[src/rtl/mem_turn_ctrl_pkg.sv]
`default_nettype none
// ============================================================================
// Module   : mem_game_pkg
// Purpose  : Shared types, state encodings and width helpers for the memory
//            (pairs) game turn controller and its winner evaluator.
// Contents : state_t + state constants, pw_of()/sw_of() width helpers,
//            params_legal() elaboration-time parameter check.
// Revision : 1.0 - initial release
// ============================================================================
package mem_game_pkg;

  // Turn FSM encoding
  typedef logic [1:0] state_t;
  localparam state_t c_PICK1   = 2'd0;
  localparam state_t c_PICK2   = 2'd1;
  localparam state_t c_RESOLVE = 2'd2;
  localparam state_t c_DONE    = 2'd3;

  // Width of a player index; never narrower than one bit.
  function automatic int pw_of(input int num_players);
    return (num_players < 2) ? 1 : $clog2(num_players);
  endfunction

  // Width of one score field; must be able to hold NUM_PAIRS.
  function automatic int sw_of(input int num_pairs);
    return (num_pairs < 1) ? 1 : $clog2(num_pairs + 1);
  endfunction

  // Legal configuration: 2..8 players, at least one pair, and the card
  // index wide enough to address every card on the board.
  function automatic bit params_legal(input int num_players, input int num_pairs,
                                      input int idx_w);
    return (num_players >= 2) && (num_players <= 8) && (num_pairs >= 1) &&
           ((2 ** idx_w) >= (2 * num_pairs));
  endfunction

endpackage
`default_nettype wire

[src/rtl/mem_turn_ctrl_if.sv]
`default_nettype none
// ============================================================================
// Module   : mem_turn_ctrl_if
// Purpose  : Bundle between the card selector / display logic and the turn
//            controller.
// Ports    : master - selector side: drives select, card_idx, card_sym,
//                     card_avail; observes turn/score/game status.
//            slave  - controller side (mem_turn_ctrl).
// Options  : MEM_TURN_TIMEOUT_EN adds the 'timeout' pulse signal.
// Revision : 1.0 - initial release
// ============================================================================
interface mem_turn_ctrl_if #(
  parameter int NUM_PLAYERS = 2,
  parameter int NUM_PAIRS   = 8,
  parameter int SYM_W       = 4,
  parameter int IDX_W       = 4
);
  import mem_game_pkg::*;

  localparam int PW = pw_of(NUM_PLAYERS);
  localparam int SW = sw_of(NUM_PAIRS);

  logic                      select;
  logic [IDX_W-1:0]          card_idx;
  logic [SYM_W-1:0]          card_sym;
  logic                      card_avail;

  logic [PW-1:0]             player;
  logic [IDX_W-1:0]          first_idx;
  logic [IDX_W-1:0]          second_idx;
  logic [1:0]                pick_cnt;
  logic                      turn_done;
  logic                      match;
  logic                      remove_req;
  logic [NUM_PLAYERS*SW-1:0] scores;
  logic                      game_over;
  logic [PW-1:0]             winner;
  logic                      tie;
`ifdef MEM_TURN_TIMEOUT_EN
  logic                      timeout;
`endif

  modport master (
    output select, card_idx, card_sym, card_avail,
    input  player, first_idx, second_idx, pick_cnt, turn_done, match,
           remove_req, scores, game_over, winner, tie
`ifdef MEM_TURN_TIMEOUT_EN
    , input timeout
`endif
  );

  modport slave (
    input  select, card_idx, card_sym, card_avail,
    output player, first_idx, second_idx, pick_cnt, turn_done, match,
           remove_req, scores, game_over, winner, tie
`ifdef MEM_TURN_TIMEOUT_EN
    , output timeout
`endif
  );

endinterface
`default_nettype wire

[src/rtl/mem_turn_winner.sv]
`default_nettype none
// ============================================================================
// Module   : mem_turn_winner
// Purpose  : Combinational argmax over packed per-player scores. Reports the
//            lowest-indexed top scorer and flags a shared top score.
// Ports    : i_scores  - packed scores, player 0 in the LSBs
//            o_winner  - index of the (lowest-indexed) highest scorer
//            o_tie     - two or more players share the top score
// Revision : 1.0 - initial release
// ============================================================================
module mem_turn_winner
  import mem_game_pkg::*;
#(
  parameter int NUM_PLAYERS = 2,
  parameter int NUM_PAIRS   = 8,
  localparam int PW = pw_of(NUM_PLAYERS),
  localparam int SW = sw_of(NUM_PAIRS)
) (
  input  wire logic [NUM_PLAYERS*SW-1:0] i_scores,
  output logic      [PW-1:0]             o_winner,
  output logic                           o_tie
);

  logic [SW-1:0] w_best;
  logic [SW-1:0] w_cur;

  // Strictly-greater replaces the leader, so ties keep the lower index.
  // A later strictly-higher score clears any tie seen so far.
  always_comb begin
    w_best   = i_scores[SW-1:0];
    w_cur    = '0;
    o_winner = '0;
    o_tie    = 1'b0;
    for (int p = 1; p < NUM_PLAYERS; p++) begin
      w_cur = i_scores[p*SW +: SW];
      if (w_cur > w_best) begin
        w_best   = w_cur;
        o_winner = PW'(p);
        o_tie    = 1'b0;
      end else if (w_cur == w_best) begin
        o_tie = 1'b1;
      end
    end
  end

endmodule
`default_nettype wire

[src/rtl/mem_turn_ctrl.sv]
`default_nettype none
// ============================================================================
// Module   : mem_turn_ctrl
// Purpose  : Turn and score controller for the N-player memory game. Takes
//            two card picks per turn, compares symbols, scores matches,
//            rotates the turn on a miss and reports the winner at game end.
// Ports    : clk - rising-edge clock
//            rst - asynchronous, active-low reset
//            bus - mem_turn_ctrl_if.slave (picks in, turn/score status out)
// Options  : MEM_TURN_TIMEOUT_EN - forfeit a turn after TIMEOUT_CYC idle
//            cycles in PICK1/PICK2 and pulse bus.timeout.
// Revision : 1.0 - initial release
// ============================================================================
module mem_turn_ctrl
  import mem_game_pkg::*;
#(
  parameter int NUM_PLAYERS = 2,
  parameter int NUM_PAIRS   = 8,
  parameter int SYM_W       = 4,
  parameter int IDX_W       = 4
`ifdef MEM_TURN_TIMEOUT_EN
  , parameter int TIMEOUT_CYC = 2 ** 24
`endif
) (
  input wire logic        clk,
  input wire logic        rst,
  mem_turn_ctrl_if.slave  bus
);

  localparam int PW = pw_of(NUM_PLAYERS);
  localparam int SW = sw_of(NUM_PAIRS);

  if (!params_legal(NUM_PLAYERS, NUM_PAIRS, IDX_W)) begin : g_param_check
    $error("mem_turn_ctrl: illegal NUM_PLAYERS/NUM_PAIRS/IDX_W combination");
  end

  state_t                    r_state;
  logic [PW-1:0]             r_player;
  logic [IDX_W-1:0]          r_first_idx;
  logic [IDX_W-1:0]          r_second_idx;
  logic [SYM_W-1:0]          r_sym1;
  logic [1:0]                r_pick_cnt;
  logic                      r_turn_done;
  logic                      r_match;
  logic                      r_remove_req;
  logic [NUM_PLAYERS*SW-1:0] r_scores;
  logic [SW-1:0]             r_matched;
  logic                      r_game_over;
  logic [PW-1:0]             r_winner;
  logic                      r_tie;

  logic                      w_accept;
  logic                      w_in_pick;
  logic [PW-1:0]             w_player_next;
  logic [SW-1:0]             w_matched_next;
  logic [NUM_PLAYERS*SW-1:0] w_scores_next;
  logic [PW-1:0]             w_winner;
  logic                      w_tie;

  assign w_in_pick = (r_state == c_PICK1) || (r_state == c_PICK2);

  // A pick counts only for an available card; the second pick must also be
  // a different card from the first.
  assign w_accept = bus.select && bus.card_avail &&
                    ((r_state == c_PICK1) ||
                     ((r_state == c_PICK2) && (bus.card_idx != r_first_idx)));

  assign w_player_next  = (r_player == PW'(NUM_PLAYERS - 1)) ? '0 : r_player + PW'(1);
  assign w_matched_next = r_matched + SW'(1);

  // Current player's score plus one, saturating at NUM_PAIRS.
  always_comb begin
    w_scores_next = r_scores;
    for (int p = 0; p < NUM_PLAYERS; p++) begin
      if ((PW'(p) == r_player) && (r_scores[p*SW +: SW] < SW'(NUM_PAIRS))) begin
        w_scores_next[p*SW +: SW] = r_scores[p*SW +: SW] + SW'(1);
      end
    end
  end

  // Evaluated on the post-resolve scores so the registered result on entry
  // to DONE already includes the final match.
  mem_turn_winner #(
    .NUM_PLAYERS (NUM_PLAYERS),
    .NUM_PAIRS   (NUM_PAIRS)
  ) u_winner (
    .i_scores (w_scores_next),
    .o_winner (w_winner),
    .o_tie    (w_tie)
  );

`ifdef MEM_TURN_TIMEOUT_EN
  localparam int TW = $clog2(TIMEOUT_CYC + 1);
  localparam logic [TW-1:0] c_TMAX = TW'(TIMEOUT_CYC - 1);

  logic [TW-1:0] r_timer;
  logic          r_timeout;
  logic          w_expired;

  assign w_expired = w_in_pick && !w_accept && (r_timer == c_TMAX);

  always_ff @(posedge clk or negedge rst) begin
    if (!rst) begin
      r_timer <= '0;
    end else if (!w_in_pick || w_accept || w_expired) begin
      r_timer <= '0;
    end else begin
      r_timer <= r_timer + TW'(1);
    end
  end

  assign bus.timeout = r_timeout;
`endif

  always_ff @(posedge clk or negedge rst) begin
    if (!rst) begin
      r_state      <= c_PICK1;
      r_player     <= '0;
      r_first_idx  <= '0;
      r_second_idx <= '0;
      r_sym1       <= '0;
      r_pick_cnt   <= 2'd0;
      r_turn_done  <= 1'b0;
      r_match      <= 1'b0;
      r_remove_req <= 1'b0;
      r_scores     <= '0;
      r_matched    <= '0;
      r_game_over  <= 1'b0;
      r_winner     <= '0;
      r_tie        <= 1'b0;
`ifdef MEM_TURN_TIMEOUT_EN
      r_timeout    <= 1'b0;
`endif
    end else begin
      r_turn_done  <= 1'b0;
      r_remove_req <= 1'b0;
`ifdef MEM_TURN_TIMEOUT_EN
      r_timeout    <= 1'b0;
      if (w_expired) begin
        // Forfeit: abandon the partial turn and pass play on.
        r_state     <= c_PICK1;
        r_pick_cnt  <= 2'd0;
        r_turn_done <= 1'b1;
        r_match     <= 1'b0;
        r_timeout   <= 1'b1;
        r_player    <= w_player_next;
      end else
`endif
      begin
        case (r_state)
          c_PICK1: begin
            if (w_accept) begin
              r_first_idx <= bus.card_idx;
              r_sym1      <= bus.card_sym;
              r_pick_cnt  <= 2'd1;
              r_state     <= c_PICK2;
            end
          end
          c_PICK2: begin
            // The comparison is made as the second card is taken so the
            // result pulses are visible during RESOLVE, one cycle after
            // the select.
            if (w_accept) begin
              r_second_idx <= bus.card_idx;
              r_pick_cnt   <= 2'd2;
              r_match      <= (bus.card_sym == r_sym1);
              r_remove_req <= (bus.card_sym == r_sym1);
              r_turn_done  <= 1'b1;
              r_state      <= c_RESOLVE;
            end
          end
          c_RESOLVE: begin
            r_pick_cnt <= 2'd0;
            if (r_match) begin
              r_scores  <= w_scores_next;
              r_matched <= w_matched_next;
              if (w_matched_next == SW'(NUM_PAIRS)) begin
                r_state     <= c_DONE;
                r_game_over <= 1'b1;
                r_winner    <= w_winner;
                r_tie       <= w_tie;
              end else begin
                r_state <= c_PICK1;
              end
            end else begin
              r_player <= w_player_next;
              r_state  <= c_PICK1;
            end
          end
          default: begin
            // DONE: frozen until reset.
            r_state <= c_DONE;
          end
        endcase
      end
    end
  end

  assign bus.player     = r_player;
  assign bus.first_idx  = r_first_idx;
  assign bus.second_idx = r_second_idx;
  assign bus.pick_cnt   = r_pick_cnt;
  assign bus.turn_done  = r_turn_done;
  assign bus.match      = r_match;
  assign bus.remove_req = r_remove_req;
  assign bus.scores     = r_scores;
  assign bus.game_over  = r_game_over;
  assign bus.winner     = r_winner;
  assign bus.tie        = r_tie;

endmodule
`default_nettype wire
[src/flat_wrapper.sv]
// flat-port wrapper written by rule: the top's interface ports become plain ports
module mem_turn_ctrl_flat import mem_game_pkg::*;
#(
  parameter int NUM_PLAYERS = 2,
  parameter int NUM_PAIRS   = 8,
  parameter int SYM_W       = 4,
  parameter int IDX_W       = 4

)
  (clk, rst, bus_select, bus_card_idx, bus_card_sym, bus_card_avail, bus_player, bus_first_idx, bus_second_idx, bus_pick_cnt, bus_turn_done, bus_match, bus_remove_req, bus_scores, bus_game_over, bus_winner, bus_tie);
  mem_turn_ctrl_if #(.NUM_PLAYERS(NUM_PLAYERS), .NUM_PAIRS(NUM_PAIRS), .SYM_W(SYM_W), .IDX_W(IDX_W)) bus_i ();
  input wire logic clk;
  input wire logic rst;
  input wire logic [$bits(bus_i.select)-1:0] bus_select;
  input wire logic [$bits(bus_i.card_idx)-1:0] bus_card_idx;
  input wire logic [$bits(bus_i.card_sym)-1:0] bus_card_sym;
  input wire logic [$bits(bus_i.card_avail)-1:0] bus_card_avail;
  output wire logic [$bits(bus_i.player)-1:0] bus_player;
  output wire logic [$bits(bus_i.first_idx)-1:0] bus_first_idx;
  output wire logic [$bits(bus_i.second_idx)-1:0] bus_second_idx;
  output wire logic [$bits(bus_i.pick_cnt)-1:0] bus_pick_cnt;
  output wire logic [$bits(bus_i.turn_done)-1:0] bus_turn_done;
  output wire logic [$bits(bus_i.match)-1:0] bus_match;
  output wire logic [$bits(bus_i.remove_req)-1:0] bus_remove_req;
  output wire logic [$bits(bus_i.scores)-1:0] bus_scores;
  output wire logic [$bits(bus_i.game_over)-1:0] bus_game_over;
  output wire logic [$bits(bus_i.winner)-1:0] bus_winner;
  output wire logic [$bits(bus_i.tie)-1:0] bus_tie;
  assign bus_i.select = bus_select;
  assign bus_i.card_idx = bus_card_idx;
  assign bus_i.card_sym = bus_card_sym;
  assign bus_i.card_avail = bus_card_avail;
  assign bus_player = bus_i.player;
  assign bus_first_idx = bus_i.first_idx;
  assign bus_second_idx = bus_i.second_idx;
  assign bus_pick_cnt = bus_i.pick_cnt;
  assign bus_turn_done = bus_i.turn_done;
  assign bus_match = bus_i.match;
  assign bus_remove_req = bus_i.remove_req;
  assign bus_scores = bus_i.scores;
  assign bus_game_over = bus_i.game_over;
  assign bus_winner = bus_i.winner;
  assign bus_tie = bus_i.tie;
  mem_turn_ctrl #(.NUM_PLAYERS(NUM_PLAYERS), .NUM_PAIRS(NUM_PAIRS), .SYM_W(SYM_W), .IDX_W(IDX_W)) u_core (.clk(clk), .rst(rst), .bus(bus_i));
endmodule
[config.mk]
export PLATFORM = sky130hd
export DESIGN_NAME = mem_turn_ctrl_flat
export DESIGN_NICKNAME = d
export VERILOG_FILES = /design/src/rtl/mem_turn_ctrl_pkg.sv /design/src/rtl/mem_turn_ctrl_if.sv /design/src/rtl/mem_turn_winner.sv /design/src/rtl/mem_turn_ctrl.sv /design/src/flat_wrapper.sv
export SDC_FILE = /design/constraint.sdc
export NUM_CORES = 1
export LEC_CHECK = 0
export CAP_MARGIN = 20
export CORE_UTILIZATION = 50
export DETAILED_ROUTE_END_ITERATION = 10
export PLACE_DENSITY = 0.8
export RECOVER_POWER = 25
export SLEW_MARGIN = 30
export SYNTH_ARGS = -nofsm -noshare
export SYNTH_HDL_FRONTEND = slang
export SYNTH_SLANG_ARGS = --single-unit
[constraint.sdc]
create_clock -name clk -period 2.8 [get_ports clk]
set_input_delay 0.84 -clock clk [delete_from_list [all_inputs] [get_ports clk]]
set_output_delay 0.84 -clock clk [all_outputs]
set_load 0.05 [all_outputs]
======== Word-level counts from Yosys, hierarchy flattened ========
Index checks and enable logic that the tools add are counted.
storage, ports and cells
  logic and storage cells ................. 62
  bits in read-only memories .............. 0
  RAM bits ................................ 0
  bits in registers ....................... 35
  output and inout port bits .............. 25
  bits in latches ......................... 0
  memories ................................ 0
operators by class
  muxes and demuxes ....................... 16
  add/sub/neg operators ................... 4
  shifts and indexed selects .............. 0
  multipliers ............................. 0
  divide/modulo/power cells ............... 0
  bitwise operators ....................... 2
  eq/ne operators ......................... 8
  $lt $le $gt $ge ......................... 3
  reductions and logical operators ........ 15
operators with widths
  cell                 count
  $add 4x1->4 const B  3
  $pmux 2 s3           2
  $reduce_and 2->1     5
  $eq 4x4->1           2
  $lt 4x4->1 const B   2
  $mux 1               8
  $mux 2               4
  $mux 4               2
  $reduce_and 3->1     2
  $logic_and 1x1->1    5
  $eq 4x4->1 const B   1
  $gt 4x4->1           1
  $ne 2x1->1 const B   2
  $ne 4x4->1           1
  $reduce_bool 3->1    1
  $eq 2x1->1 const B   1
  $eq 2x2->1 const B   1
  $logic_not 2->1      1
  $not 1->1            2
  $add 1x1->1 const B  1
  $logic_or 1x1->1     1

======== Depth between registers and ports, before layout ========
  depth in word-level cells ............... 6
  mapped depth ............................ 7

======== Hierarchy ========
From an unflattened synthesis, not the netlist that was laid out.
unflattened totals
  cell total of the unflattened synthesis .. 155
  area, all modules ....................... 1831.8 um^2
modules (own cells, without submodules)
  module           seq. area each (um^2)  instances  area each (um^2)  cells each
  mem_turn_ctrl    875.8                  1          1717.9            142
  mem_turn_winner  0.0                    1          113.9             13

======== Least setup slack after synthesis ========
No wires, ideal clock.
  path kind ............................... reg2reg
  start point ............................. register u_core.r_player (netlist: u_core.bus.player)
  end point ............................... register u_core.r_winner (netlist: u_core.bus.winner)
  path buffers ............................ 0
  period minus slack after synthesis ...... 2.276 ns
  path slack .............................. 0.524 ns
  setup time .............................. 0.125 ns
  stages on the path, launching flop included .. 8
  arrival ................................. 2.152 ns
  path through ............................ dfrtp_1 and2b_1 mux2_2 ha_1 nor2b_1 o211ai_1 a21oi_1 mux2_2
between the ends
  elaborated cells between the ends (all ways) .. 7
  classes of those cells .................. 1 x order compare; 3 x mux; 1 x bitwise; 2 x reduce/logical
RTL lines
  element                          line                   source
  start: declaration               mem_turn_ctrl.sv:38    logic [PW-1:0] r_player;
  start signal: assignment         mem_turn_ctrl.sv:186   r_player <= w_player_next;
  $logic_and 1x1->1                mem_turn_ctrl.sv:75    if ((PW'(p) == r_player) && (r_scores[p*SW +: SW] < SW'(NUM_PAIRS))) begin
  $mux 4                           mem_turn_ctrl.sv:75
  via u_core.u_winner.i_scores[5]  mem_turn_winner.sv:19  input wire logic [NUM_PLAYERS*SW-1:0] i_scores,
  $gt 4x4->1                       mem_turn_winner.sv:36  if (w_cur > w_best) begin
  $mux 1                           mem_turn_winner.sv:36
  end signal: assignment           mem_turn_ctrl.sv:180   r_winner <= w_winner;
  end: declaration                 mem_turn_ctrl.sv:49    logic [PW-1:0] r_winner;
The timed path passes the listed nets, and every way through them passes these cells.
A chain may end at the register's enable or synchronous reset.

======== Worst setup path in the final report ========
  start point ............................. register u_core.r_scores[4] (netlist: u_core.bus.scores[4])
  end point ............................... output port bus_scores[4]
RTL lines
  element                   line                  source
  start: declaration        mem_turn_ctrl.sv:46   logic [NUM_PLAYERS*SW-1:0] r_scores;
  start signal: assignment  mem_turn_ctrl.sv:175  r_scores <= w_scores_next;
  end: declaration          flat_wrapper.sv:25    output wire logic [$bits(bus_i.scores)-1:0] bus_scores;
No word-level cell between the ends.

==> metrics.csv <==
stage;metric;value;unit
status;result of the run;finished clean;
power;power share of the sequential group;0.307;
timing;Setup WS post-layout;0.310;ns
synthesis;part of the Yosys area used for sequential elements;0.492;
timing;Setup Viol. Count Final;0;
critical_path;CP Max Fanout;5;
synthesis;biggest area contributors in the synthesized netlist;dfrtp_1, ha_1, mux2_2, xnor2_1, xor2_1;
cells_and_area;# nets final;213;
clocking;Post-CTS Setup Bufs;0;
hold_path;worst hold path depth;1;
critical_path;endpoint of the worst-slack reg-to-reg timing path;u_core.bus.winner;
timing;Setup TNS;0;ns
power;clock network fraction of total power;0.129;
power;part of the total power dissipated in combinational logic;0.564;
clocking;number of levels the H-tree was split into;2;
drt;total via count in the routed design;1233;
drt;residual antenna-violating net count after detailed routing;0;
drt;Routed wire per std cell;14.1;um
power;net switching fraction of the power;0.456;
floorplanning;starting density of the core;0.529;
drt;drt first pass iters;4;
synthesis;number of enable-type register cells in the synthesized netlist;0;
synthesis;number of distinct library cells after synthesis;36;
clocking;number of resized instances in the post-cts repair step;0;
power;power density normalized to cell area;1310;nW/um2
timing;final count of pins violating max slew;0;
placement;Port Buf Inserts;36;
cells_and_area;antenna cells;0;
cells_and_area;signed area change from the synthesized netlist to the final layout;28.3;%
clocking;clock net sink count;35;
timing;measured slew at the worst slew-check pin;0.838;ns
power;Sw Pwr;0.00136;W
timing;fmax;402;MHz
clocking;buffers from clock root to sink, at most;2;
placement;Setup WS pre-CTS;0.321;ns
power;Final Power;0.00298;W
critical_path;arrival time of data at the critical path endpoint;1.65;ns
floorplanning;die outline width;61.7;um
drt;initial detailed-routing violation count;29;
floorplanning;Core Footprint;3360;um2
critical_path;Critical R2R Launch;u_core.bus.player;
timing;unrepaired setup endpoints after global routing;false;
power;leakage power figure;1.03;nW
critical_path;Crit path required time;1.96;ns
synthesis;Yosys top cell by area;dfrtp_1;
critical_path;Worst Setup Start Kind;flip-flop;
cells_and_area;share of layout cells above drive strength 1;0.153;
drt;detailed-route DRC error count;0;
floorplanning;die height;61.7;um
critical_path;CP delay by family, top;buffers and inverters;
floorplanning;floorplan row count;21;
synthesis;#FFs+latches synth;35;
synthesis;total standard cell area after synthesis;1780;um2
critical_path;Worst R2R Path Depth;7;
drt;total wirelength of the detailed-routed design;3320;um
timing;time the final worst path needs with I/O delays and setup;2.49;ns
drt;vias per cell;5.22;
critical_path;stages on the worst setup path;1;
critical_path;chain of cells forming the critical path;clkdlybuf4s50_1;
critical_path;worst setup path class;reg2out;
cells_and_area;post-route insts no fill;236;
critical_path;master of the slowest instance on the critical path;clkdlybuf4s50_1;
hold_path;Hold Startpoint;u_core.bus.game_over;
synthesis;total nets after synthesis;170;
hold_path;Worst Hold Class;reg2reg;
synthesis;primary flip-flop cell chosen by synthesis mapping;dfrtp_1;
clocking;CTS tree;done;
hold_path;destination of the worst hold path;u_core.bus.game_over;
clocking;root buffer cell;clkbuf_4;
synthesis;Synth Warn #;0;
synthesis;async set or reset register ratio after synthesis;1.00;
global_routing;initial antenna violation count;0;
critical_path;largest incremental delay on the critical path;0.84;ns
placement;RD Place Congestion;0.764;
synthesis;top cell type's share of synthesized area;0.492;
floorplanning;ports placed on the boundary;37;
power;cell-internal power;0.00162;W
clocking;cts hold-fix bufs;0;
global_routing;aggregate global routing overflow;0;
power;worst-case vdd ir drop;0.694;mV
cells_and_area;leading cell types in the layout, fill and taps excluded;clkdlybuf4s50_1, dfrtp_1, nand2_1;
global_routing;pin count of the biggest net entering global routing;36;
placement;Placed Cells incl. Taps;228;
placement;Area after DPL;2200;um2
run;Max-cap violations;0;
synthesis;synthesized area per cell;12.2;um2
timing;clock tree skew after final layout;0.00831;ns
placement;DPL Wire Length;2580;um
timing;share of the cycle needed by the critical path after routing;0.889;
critical_path;critical path endpoint category;output port;
clocking;Skew-Pair Late Insertion Delay;0.35;ns
synthesis;gate count after technology mapping;146;
clocking;Reg clk slew, reported paths;0.11;ns
global_routing;via count of the first global-routing pass;1293;
timing;relative slew slack;0.441;
global_routing;first-pass GRT wire length;5520;um
global_routing;total global routing track utilization;0.206;
critical_path;worst setup slack for register-to-register paths;0.65;ns
floorplanning;die area;3800;um2
timing;endpoints failing hold;0;
cells_and_area;finished layout cell area;2280;um2
critical_path;worst path bufs/invs;1;
clocking;total clock buffers created by CTS;5;
[metrics by stage]
| stage | hold WS [ns] | util |
|---|---|---|
| 2_1_floorplan | 0.461 | - |
| 3_3_place_gp | 0.450 | 0.654 |
| 3_5_place_dp | 0.456 | 0.654 |
| 4_1_cts | 0.481 | 0.680 |
| 5_1_grt | 0.507 | 0.679 |
| 6_report | 0.477 | 0.679 |
[cell usage after synthesis (all sizes together) (2+ instances only)]
cell	instances
nor2	7
nor2b	2
ha	12
mux2	15
xnor2	12
nand3	4
nor3	2
dfrtp	35
mux2i	2
xor2	10
a21oi	3
nand2	14
inv	5
a211o	2
a211oi	2
o21a	3
[kinds of logic after synthesis]
group / synth area share
AOI/OAI and AO/OA: 0.0865
xor gates and xnor gates: 0.108
adders and majority gates: 0.0844
buffers and inverters: 0.0134
DFF: 0.492
muxes: 0.115
and+or+nand+nor: 0.101
[layout make-up]
type,instances,area (um2)
Fill cell,276,1080
Multi-Input combinational cell,105,880
Sequential cell,35,876
Timing Repair Buffer,37,365
Tap cell,46,57.6
Clock buffer,6,51.3
Clock inverter,2,35.0
Inverter,5,18.8
[state kept, by name (all words and copies together) (netlist names)]
signal,cells
u_core.bus.turn_done,1
u_core.bus.pick_cnt,2
u_core.bus.first_idx,4
u_core.r_state,2
u_core.bus.second_idx,4
u_core.bus.tie,1
u_core.bus.player,1
u_core.bus.winner,1
u_core.bus.game_over,1
u_core.bus.scores,8
u_core.r_matched,4
u_core.bus.remove_req,1
u_core.bus.match,1
u_core.r_sym1,4
[metal layers]
metal / track usage / wire length [um]
met2: 0.353 / 1720
met1: 0.233 / 1400
met3: 0.0525 / 126
met5: 0 / 0
met4: 0.114 / 73
[worst max path at each step]
stage,end,start,slack (ns)
floorplan,u_core.bus.winner,u_core.bus.player,0.52
global placement,u_core.bus.second_idx[0],bus_card_idx[2],0.37
detailed placement,u_core.bus.second_idx[2],bus_card_idx[2],0.32
CTS,bus_player,u_core.bus.player,0.29
global route,bus_player,u_core.bus.player,0.24
finish,bus_scores[4],u_core.bus.scores[4],0.31
[power groups by stage]
stage	Sequential (W)	Combinational [W]	Clock, W
floorplan	0.00136	0.000735	0
global route	0.000944	0.00183	0.000416
global placement	0.000910	0.00162	0
CTS	0.000918	0.00169	0.000391
finish	0.000915	0.00168	0.000385
detailed placement	0.000925	0.00169	0
(Power assumes the default switching activity.)
